<file path="src/rtl/prog_loader.sv">
// prog_loader: byte-stream program loader for the single-cycle RISC-V core.
// Accepts a length-prefixed, little-endian image over a valid/ready byte
// port, writes each assembled 32-bit word into the instruction memory and
// holds the core in reset (cpu_rstn=0) until the whole image has landed.
// Optional feature: define LOADER_CHECKSUM_EN to expect one trailing byte
// equal to the XOR of all header and data bytes.
//
// Handshake: a byte is transferred on every rising edge where
// in_valid && in_ready; in_valid may drop at any byte position and all
// partial state is held until the next accepted byte.
module prog_loader #(
    parameter int ADDR_W = 10
) (
    input  logic              clk,
    input  logic              rst,
    input  logic              in_valid,
    input  logic [7:0]        in_data,
    output logic              in_ready,
    input  logic              reload,
    output logic              im_we,
    output logic [ADDR_W-1:0] im_addr,
    output logic [31:0]       im_wdata,
    output logic              cpu_rstn,
    output logic              busy,
    output logic              done,
    output logic              err,
    output logic [ADDR_W:0]   words_loaded,
    output logic [2:0]        dbg_state
);

    typedef enum logic [2:0] {
        S_HDR  = 3'd0,
        S_DATA = 3'd1,
        S_CSUM = 3'd2,
        S_DONE = 3'd3,
        S_ERR  = 3'd4
    } state_t;

    // Largest legal word count: the full IM capacity.
    localparam logic [32:0] CAP = 33'd1 << ADDR_W;

`ifdef LOADER_CHECKSUM_EN
    localparam state_t END_STATE = S_CSUM;
`else
    localparam state_t END_STATE = S_DONE;
`endif

    state_t              state_q, state_d;
    logic [1:0]          cnt_q, cnt_d;        // byte position within header/word
    logic [23:0]         sr_q, sr_d;          // first three bytes of the current word
    logic [ADDR_W:0]     n_q, n_d;            // word count from the header
    logic [ADDR_W:0]     wl_q, wl_d;          // words written so far
    logic                im_we_q, im_we_d;
    logic [ADDR_W-1:0]   im_addr_q, im_addr_d;
    logic [31:0]         im_wdata_q, im_wdata_d;
    logic                cpu_rstn_q, cpu_rstn_d;
`ifdef LOADER_CHECKSUM_EN
    logic [7:0]          xor_q, xor_d;        // running XOR of header and data bytes
`endif

    logic                accept;
    logic [31:0]         word;
    logic [ADDR_W:0]     wl_inc;

    // State and datapath registers with synchronous reset.
    always_ff @(posedge clk) begin
        if (rst) begin
            state_q    <= S_HDR;
            cnt_q      <= 2'd0;
            sr_q       <= 24'd0;
            n_q        <= '0;
            wl_q       <= '0;
            im_we_q    <= 1'b0;
            im_addr_q  <= '0;
            im_wdata_q <= 32'd0;
            cpu_rstn_q <= 1'b0;
`ifdef LOADER_CHECKSUM_EN
            xor_q      <= 8'd0;
`endif
        end else begin
            state_q    <= state_d;
            cnt_q      <= cnt_d;
            sr_q       <= sr_d;
            n_q        <= n_d;
            wl_q       <= wl_d;
            im_we_q    <= im_we_d;
            im_addr_q  <= im_addr_d;
            im_wdata_q <= im_wdata_d;
            cpu_rstn_q <= cpu_rstn_d;
`ifdef LOADER_CHECKSUM_EN
            xor_q      <= xor_d;
`endif
        end
    end

    // Next-state and datapath: byte assembly, IM writes, end-of-image decisions.
    always_comb begin
        state_d    = state_q;
        cnt_d      = cnt_q;
        sr_d       = sr_q;
        n_d        = n_q;
        wl_d       = wl_q;
        im_we_d    = 1'b0;
        im_addr_d  = im_addr_q;
        im_wdata_d = im_wdata_q;
`ifdef LOADER_CHECKSUM_EN
        xor_d      = xor_q;
`endif
        accept     = in_valid && in_ready;
        word       = {in_data, sr_q};
        wl_inc     = wl_q + 1'b1;

        case (state_q)
            S_HDR, S_DATA: begin
                if (accept) begin
                    cnt_d = cnt_q + 2'd1;
                    sr_d  = {in_data, sr_q[23:8]};
`ifdef LOADER_CHECKSUM_EN
                    xor_d = xor_q ^ in_data;
`endif
                    if (cnt_q == 2'd3) begin
                        if (state_q == S_HDR) begin
                            n_d = word[ADDR_W:0];
                            if ({1'b0, word} > CAP) begin
                                state_d = S_ERR;
                            end else if (word == 32'd0) begin
                                state_d = END_STATE;
                            end else begin
                                state_d = S_DATA;
                            end
                        end else begin
                            im_we_d    = 1'b1;
                            im_addr_d  = wl_q[ADDR_W-1:0];
                            im_wdata_d = word;
                            wl_d       = wl_inc;
                            if (wl_inc == n_q) begin
                                state_d = END_STATE;
                            end
                        end
                    end
                end
            end
`ifdef LOADER_CHECKSUM_EN
            S_CSUM: begin
                if (accept) begin
                    state_d = (in_data == xor_q) ? S_DONE : S_ERR;
                end
            end
`endif
            S_DONE, S_ERR: begin
                if (reload) begin
                    state_d = S_HDR;
                    wl_d    = '0;
                    cnt_d   = 2'd0;
                    sr_d    = 24'd0;
`ifdef LOADER_CHECKSUM_EN
                    xor_d   = 8'd0;
`endif
                end
            end
            default: state_d = S_HDR;
        endcase

        // Release the core one edge after DONE is entered, so the final IM
        // write has already happened; drop it on the same edge as a reload.
        cpu_rstn_d = (state_q == S_DONE) && (state_d == S_DONE);
    end

    // Output decode: status from the state register, the rest from flops.
    always_comb begin
        in_ready     = (state_q == S_HDR) || (state_q == S_DATA) || (state_q == S_CSUM);
        busy         = in_ready;
        done         = (state_q == S_DONE);
        err          = (state_q == S_ERR);
        im_we        = im_we_q;
        im_addr      = im_addr_q;
        im_wdata     = im_wdata_q;
        cpu_rstn     = cpu_rstn_q;
        words_loaded = wl_q;
        dbg_state    = state_q;
    end

endmodule

</file>
<file path="config.mk">
export PLATFORM = sky130hd
export DESIGN_NAME = prog_loader
export DESIGN_NICKNAME = d
export VERILOG_FILES = /design/src/rtl/prog_loader.sv
export SDC_FILE = /design/constraint.sdc
export NUM_CORES = 1
export LEC_CHECK = 0
export BUFFER_PORTS_ARGS = -buffer_cell sky130_fd_sc_hd__buf_4
export CORE_UTILIZATION = 45
export DETAILED_ROUTE_END_ITERATION = 8
export GPL_TIMING_DRIVEN = 0
export PLACE_DENSITY = 0.67
export SLEW_MARGIN = 20
export SYNTH_ARGS = -nofsm -noshare
export SYNTH_HDL_FRONTEND = slang
export SYNTH_SLANG_ARGS = --single-unit
</file>
<file path="constraint.sdc">
create_clock -name clk -period 3.89 [get_ports clk]
set_input_delay 0.1945 -clock clk [delete_from_list [all_inputs] [get_ports clk]]
set_output_delay 0.1945 -clock clk [all_outputs]
set_load 0.02 [all_outputs]
</file>
==> flow_summary.html <==
<table>
<tr><th>Metric</th><th>Value</th></tr>
<tr><th colspan="2">Timing</th></tr>
<tr><td>Sum of negative setup slack</td><td>0 ps</td></tr>
<tr><td>Worst clock skew</td><td>16.1 ps</td></tr>
<tr><td>Final setup viols</td><td>0</td></tr>
<tr><td>Final critical delay including setup and external delays</td><td>2640 ps</td></tr>
<tr><td>Share of the clock period used by the worst path</td><td>67.9%</td></tr>
<tr><td>Tightest Pin Transition</td><td>538 ps</td></tr>
<tr><td>Final Hold Viols</td><td>0</td></tr>
<tr><td>Worst slew margin relative to its limit</td><td>64.1%</td></tr>
<tr><td>Max-slew violation total from the final report</td><td>0</td></tr>
<tr><td>Setup repair after global routing missed its margin</td><td>false</td></tr>
<tr><td>Highest Clock Rate</td><td>0.379 GHz</td></tr>
<tr><th colspan="2">Global routing</th></tr>
<tr><td>Sum of overflow across all layers after global routing</td><td>0</td></tr>
<tr><td>Wire length of the first global-routing pass</td><td>17,300 um</td></tr>
<tr><td>GRT Total Usage</td><td>24.9%</td></tr>
<tr><td>Number of antenna violations at the first check in global routing</td><td>0</td></tr>
<tr><td>Number of global-route vias before repair</td><td>3,522</td></tr>
<tr><td>Pin count of the biggest net entering global routing</td><td>17</td></tr>
<tr><th colspan="2">Min path</th></tr>
<tr><td>Worst min-delay path class</td><td>input pin to flip-flop</td></tr>
<tr><td>Worst Hold Launch</td><td>in_data[3]</td></tr>
<tr><th colspan="2">Yosys</th></tr>
<tr><td>Count of yosys warnings during synthesis</td><td>0</td></tr>
<tr><td>Portion of synthesized cell area occupied by the leading cell type</td><td>49.0%</td></tr>
<tr><td>Ranking of synthesized cells by area</td><td>sky130_fd_sc_hd__dfxtp_1 49%, sky130_fd_sc_hd__nand2_1 10%, sky130_fd_sc_hd__a21oi_1 9.5%, sky130_fd_sc_hd__a22oi_1 5.2%, sky130_fd_sc_hd__nor2_1 4.1%</td></tr>
<tr><td>List of most frequent post-synthesis cells</td><td>104 x sky130_fd_sc_hd__nand2_1, 95 x sky130_fd_sc_hd__dfxtp_1, 74 x sky130_fd_sc_hd__a21oi_1</td></tr>
<tr><td>Async set-or-reset flop fraction in the synthesized netlist</td><td>0%</td></tr>
<tr><td>Register area share after synthesis</td><td>49.0%</td></tr>
<tr><td>Synthesized net count</td><td>500</td></tr>
<tr><td>Cell taking the most area after synthesis</td><td>sky130_fd_sc_hd__dfxtp_1</td></tr>
<tr><td>Synthesized area</td><td>0.00388 mm^2</td></tr>
<tr><td>Gate count after technology mapping</td><td>486</td></tr>
<tr><td>Distinct cell type count of the synthesized netlist</td><td>43</td></tr>
<tr><td>Most used DFF post-synth</td><td>sky130_fd_sc_hd__dfxtp_1</td></tr>
<tr><td>Number of enable flip-flop cells after synthesis</td><td>0</td></tr>
<tr><td>Number of synthesized register bits</td><td>95</td></tr>
<tr><td>Top-count cell post-synth</td><td>sky130_fd_sc_hd__nand2_1</td></tr>
<tr><td>Mean Syn Cell Area</td><td>7.98 um^2</td></tr>
<tr><th colspan="2">Route</th></tr>
<tr><td>Vias per inst</td><td>5.56</td></tr>
<tr><td>Remaining DRCs</td><td>0</td></tr>
<tr><td>Number of nets with antenna violations after routing</td><td>0</td></tr>
<tr><td>Initial drt markers</td><td>243</td></tr>
<tr><td>DRT Pass-1 Iters</td><td>5</td></tr>
<tr><td>Routed vias</td><td>3,780</td></tr>
<tr><td>Mean routed wirelength per cell</td><td>15.6 um</td></tr>
<tr><td>Overall routed net length</td><td>10,600 um</td></tr>
<tr><th colspan="2">Power and ir drop</th></tr>
<tr><td>Leakage power figure</td><td>1.79 nW</td></tr>
<tr><td>Switch Pwr</td><td>414 uW</td></tr>
<tr><td>Sequential share of power</td><td>55.1%</td></tr>
<tr><td>Power share of the combinational group</td><td>4.1%</td></tr>
<tr><td>Power Internal</td><td>1.39 mW</td></tr>
<tr><td>Highest ir drop seen on vdd</td><td>0.000219 V</td></tr>
<tr><td>Total power divided by cell area</td><td>377 mW/mm^2</td></tr>
<tr><td>Share of total power consumed by net switching</td><td>22.9%</td></tr>
<tr><td>Proportion of power drawn by the clock network</td><td>40.9%</td></tr>
<tr><th colspan="2">Clock tree</th></tr>
<tr><td>Number of H-tree branching levels</td><td>3</td></tr>
<tr><td>CTS Hold Buffers Added</td><td>0</td></tr>
<tr><td>Clock latency at the later pin of the worst-skew pair</td><td>360 ps</td></tr>
<tr><td>Post-cts gate resize count</td><td>0</td></tr>
<tr><td>Root buffer cell</td><td>sky130_fd_sc_hd__clkbuf_8</td></tr>
<tr><td>Buffer depth of the longest clock path</td><td>2</td></tr>
<tr><td>Sink Count</td><td>95</td></tr>
<tr><td>Number of buffers added by the clock tree synthesis step</td><td>9</td></tr>
<tr><td>Postcts setup bufs</td><td>0</td></tr>
<tr><td>Clk slew on worst S/H paths</td><td>100 ps</td></tr>
<tr><td>Clock tree from TritonCTS</td><td>built</td></tr>
<tr><th colspan="2">Run</th></tr>
<tr><td>Count of max-cap constraint violations</td><td>0</td></tr>
<tr><th colspan="2">Floorplan</th></tr>
<tr><td>Chip Height</td><td>94.9 um</td></tr>
<tr><td>Initial standard-cell utilization of the core</td><td>46.8%</td></tr>
<tr><td>Die footprint</td><td>0.00900 mm^2</td></tr>
<tr><td>I/O pin cnt</td><td>74</td></tr>
<tr><td>Total number of placement rows</td><td>33</td></tr>
<tr><td>Die extent in x</td><td>94.9 um</td></tr>
<tr><td>Core ar.</td><td>0.00830 mm^2</td></tr>
<tr><th colspan="2">Cells and area</th></tr>
<tr><td>Diode count</td><td>0</td></tr>
<tr><td>Syn-to-layout area delta</td><td>23.4%</td></tr>
<tr><td>Fill cells</td><td>816</td></tr>
<tr><td>Final layout net count</td><td>584</td></tr>
<tr><td>Area used by sequential logic in the layout</td><td>0.00190 mm^2</td></tr>
<tr><td>Area used by multi-input combinational logic</td><td>0.00182 mm^2</td></tr>
<tr><td>Share of final-layout standard cells stronger than drive strength 1</td><td>17.0%</td></tr>
<tr><td>Final core area utilization</td><td>57.7%</td></tr>
<tr><th colspan="2">Placed design</th></tr>
<tr><td>PortBufs</td><td>73</td></tr>
<tr><td>GP Congestion</td><td>0.851</td></tr>
<tr><td>DP Wirelength</td><td>7670 um</td></tr>
<tr><th colspan="2">Worst setup path</th></tr>
<tr><td>Required @ worst endpoint</td><td>4200 ps</td></tr>
<tr><td>Startpoint class of the critical path</td><td>flip-flop</td></tr>
<tr><td>Arrival time of data at the critical path endpoint</td><td>2950 ps</td></tr>
<tr><td>Critical path type</td><td>flip-flop to flip-flop</td></tr>
<tr><td>Largest fanout on the critical path</td><td>8</td></tr>
<tr><td>Critical R2R Launch</td><td>words_loaded[1]</td></tr>
<tr><td>Critical path launch point</td><td>words_loaded[1]</td></tr>
<tr><td>Type of element capturing the critical path</td><td>flip-flop</td></tr>
<tr><th colspan="2">Run status</th></tr>
<tr><td>Run status</td><td>finished, final reports clean</td></tr>
</table>
final timing paths:
kind                                     end  slack, ps  cells after the start
worst min-delay path            im_wdata[27]         90                      3
worst min register to register  im_wdata[30]        460                      2
worst max register to register  dbg_state[1]       1250                      8
worst max-delay path            dbg_state[1]       1250                      8
layer usage:
layer / vias to the layer above / GRT usage, % / wire length (um)
met5: - / 0 / 0
met1: 1776 / 33.0 / 4780
met2: 143 / 39.4 / 4920
met4: 0 / 9.22 / 242
li1: 1837 / - / -
met3: 24 / 5.56 / 659
sequential cells by signal (all words and copies together) (netlist names):
signal / flops
sr_q: 24
words_loaded: 11
cnt_q: 2
cpu_rstn: 1
im_we: 1
im_wdata: 32
dbg_state: 3
im_addr: 10
n_q: 11
kinds of logic after synthesis:
logic type / after synthesis / share of synthesized area [%]
AND/OR/NAND/NOR: 203 / 23.6
AO/OA/AOI/OAI: 132 / 19.4
flip-flops: 95 / 49.0
buffers and inverters: 40 / 4.06
XOR/XNOR: 12 / 2.71
multiplexers: 2 / 0.516
adder cells (fa/ha/maj): 2 / 0.645
layout by cell type, fill, tap and decap left out, drive strengths merged, types with 3 or more instances in the layout:
master,count
inv,3
and2,8
or3,6
nor4,8
buf,80
a22oi,27
nor2,43
o21ai,23
nand2,105
nor3,4
nand3b,3
xnor2,6
dfxtp,95
clkbuf,42
xor2,6
nand3,9
nor3b,3
a21oi,75
through the flow:
step	cell area, um^2	setup WS [ps]	power (mW)	instances	hold WS (ps)
floorplan	3880	1780	1.06	486	331
global placement	4560	1390	1.09	664	446
detailed placement	4560	1340	1.09	664	448
CTS	4790	1310	1.82	680	77.8
global route	4790	1150	1.87	680	74.7
finish	4790	1250	1.81	680	92.4
critical path, cell delays in order (launching register included):
cell,delay [ps]
sky130_fd_sc_hd__dfxtp_1,490
sky130_fd_sc_hd__ha_1,200
sky130_fd_sc_hd__clkbuf_1,340
sky130_fd_sc_hd__nand2_1,250
sky130_fd_sc_hd__or3_1,450
sky130_fd_sc_hd__a21oi_1,150
sky130_fd_sc_hd__nand3_1,110
sky130_fd_sc_hd__nor4_1,420
sky130_fd_sc_hd__o31a_1,180
power groups by stage:
stage | clock [mW] | sequential (mW) | combinational, mW
6_report | 0.738 | 0.995 | 0.0733
5_1_grt | 0.795 | 0.997 | 0.0826
4_1_cts | 0.750 | 0.995 | 0.0731
3_5_place_dp | 0 | 1.02 | 0.0726
3_3_place_gp | 0 | 1.02 | 0.0715
2_1_floorplan | 0 | 1.01 | 0.0462
cell type report:
type	count	share of cell area (%)
flip-flops and latches	95	39.7
multi-input cells	351	38.0
repair buffers	73	11.4
plain buffers	39	3.21
clock buffers	10	2.88
well taps	105	2.74
clock inverters	6	1.88
inverters	1	0.0784
(Power assumes the default switching activity.)
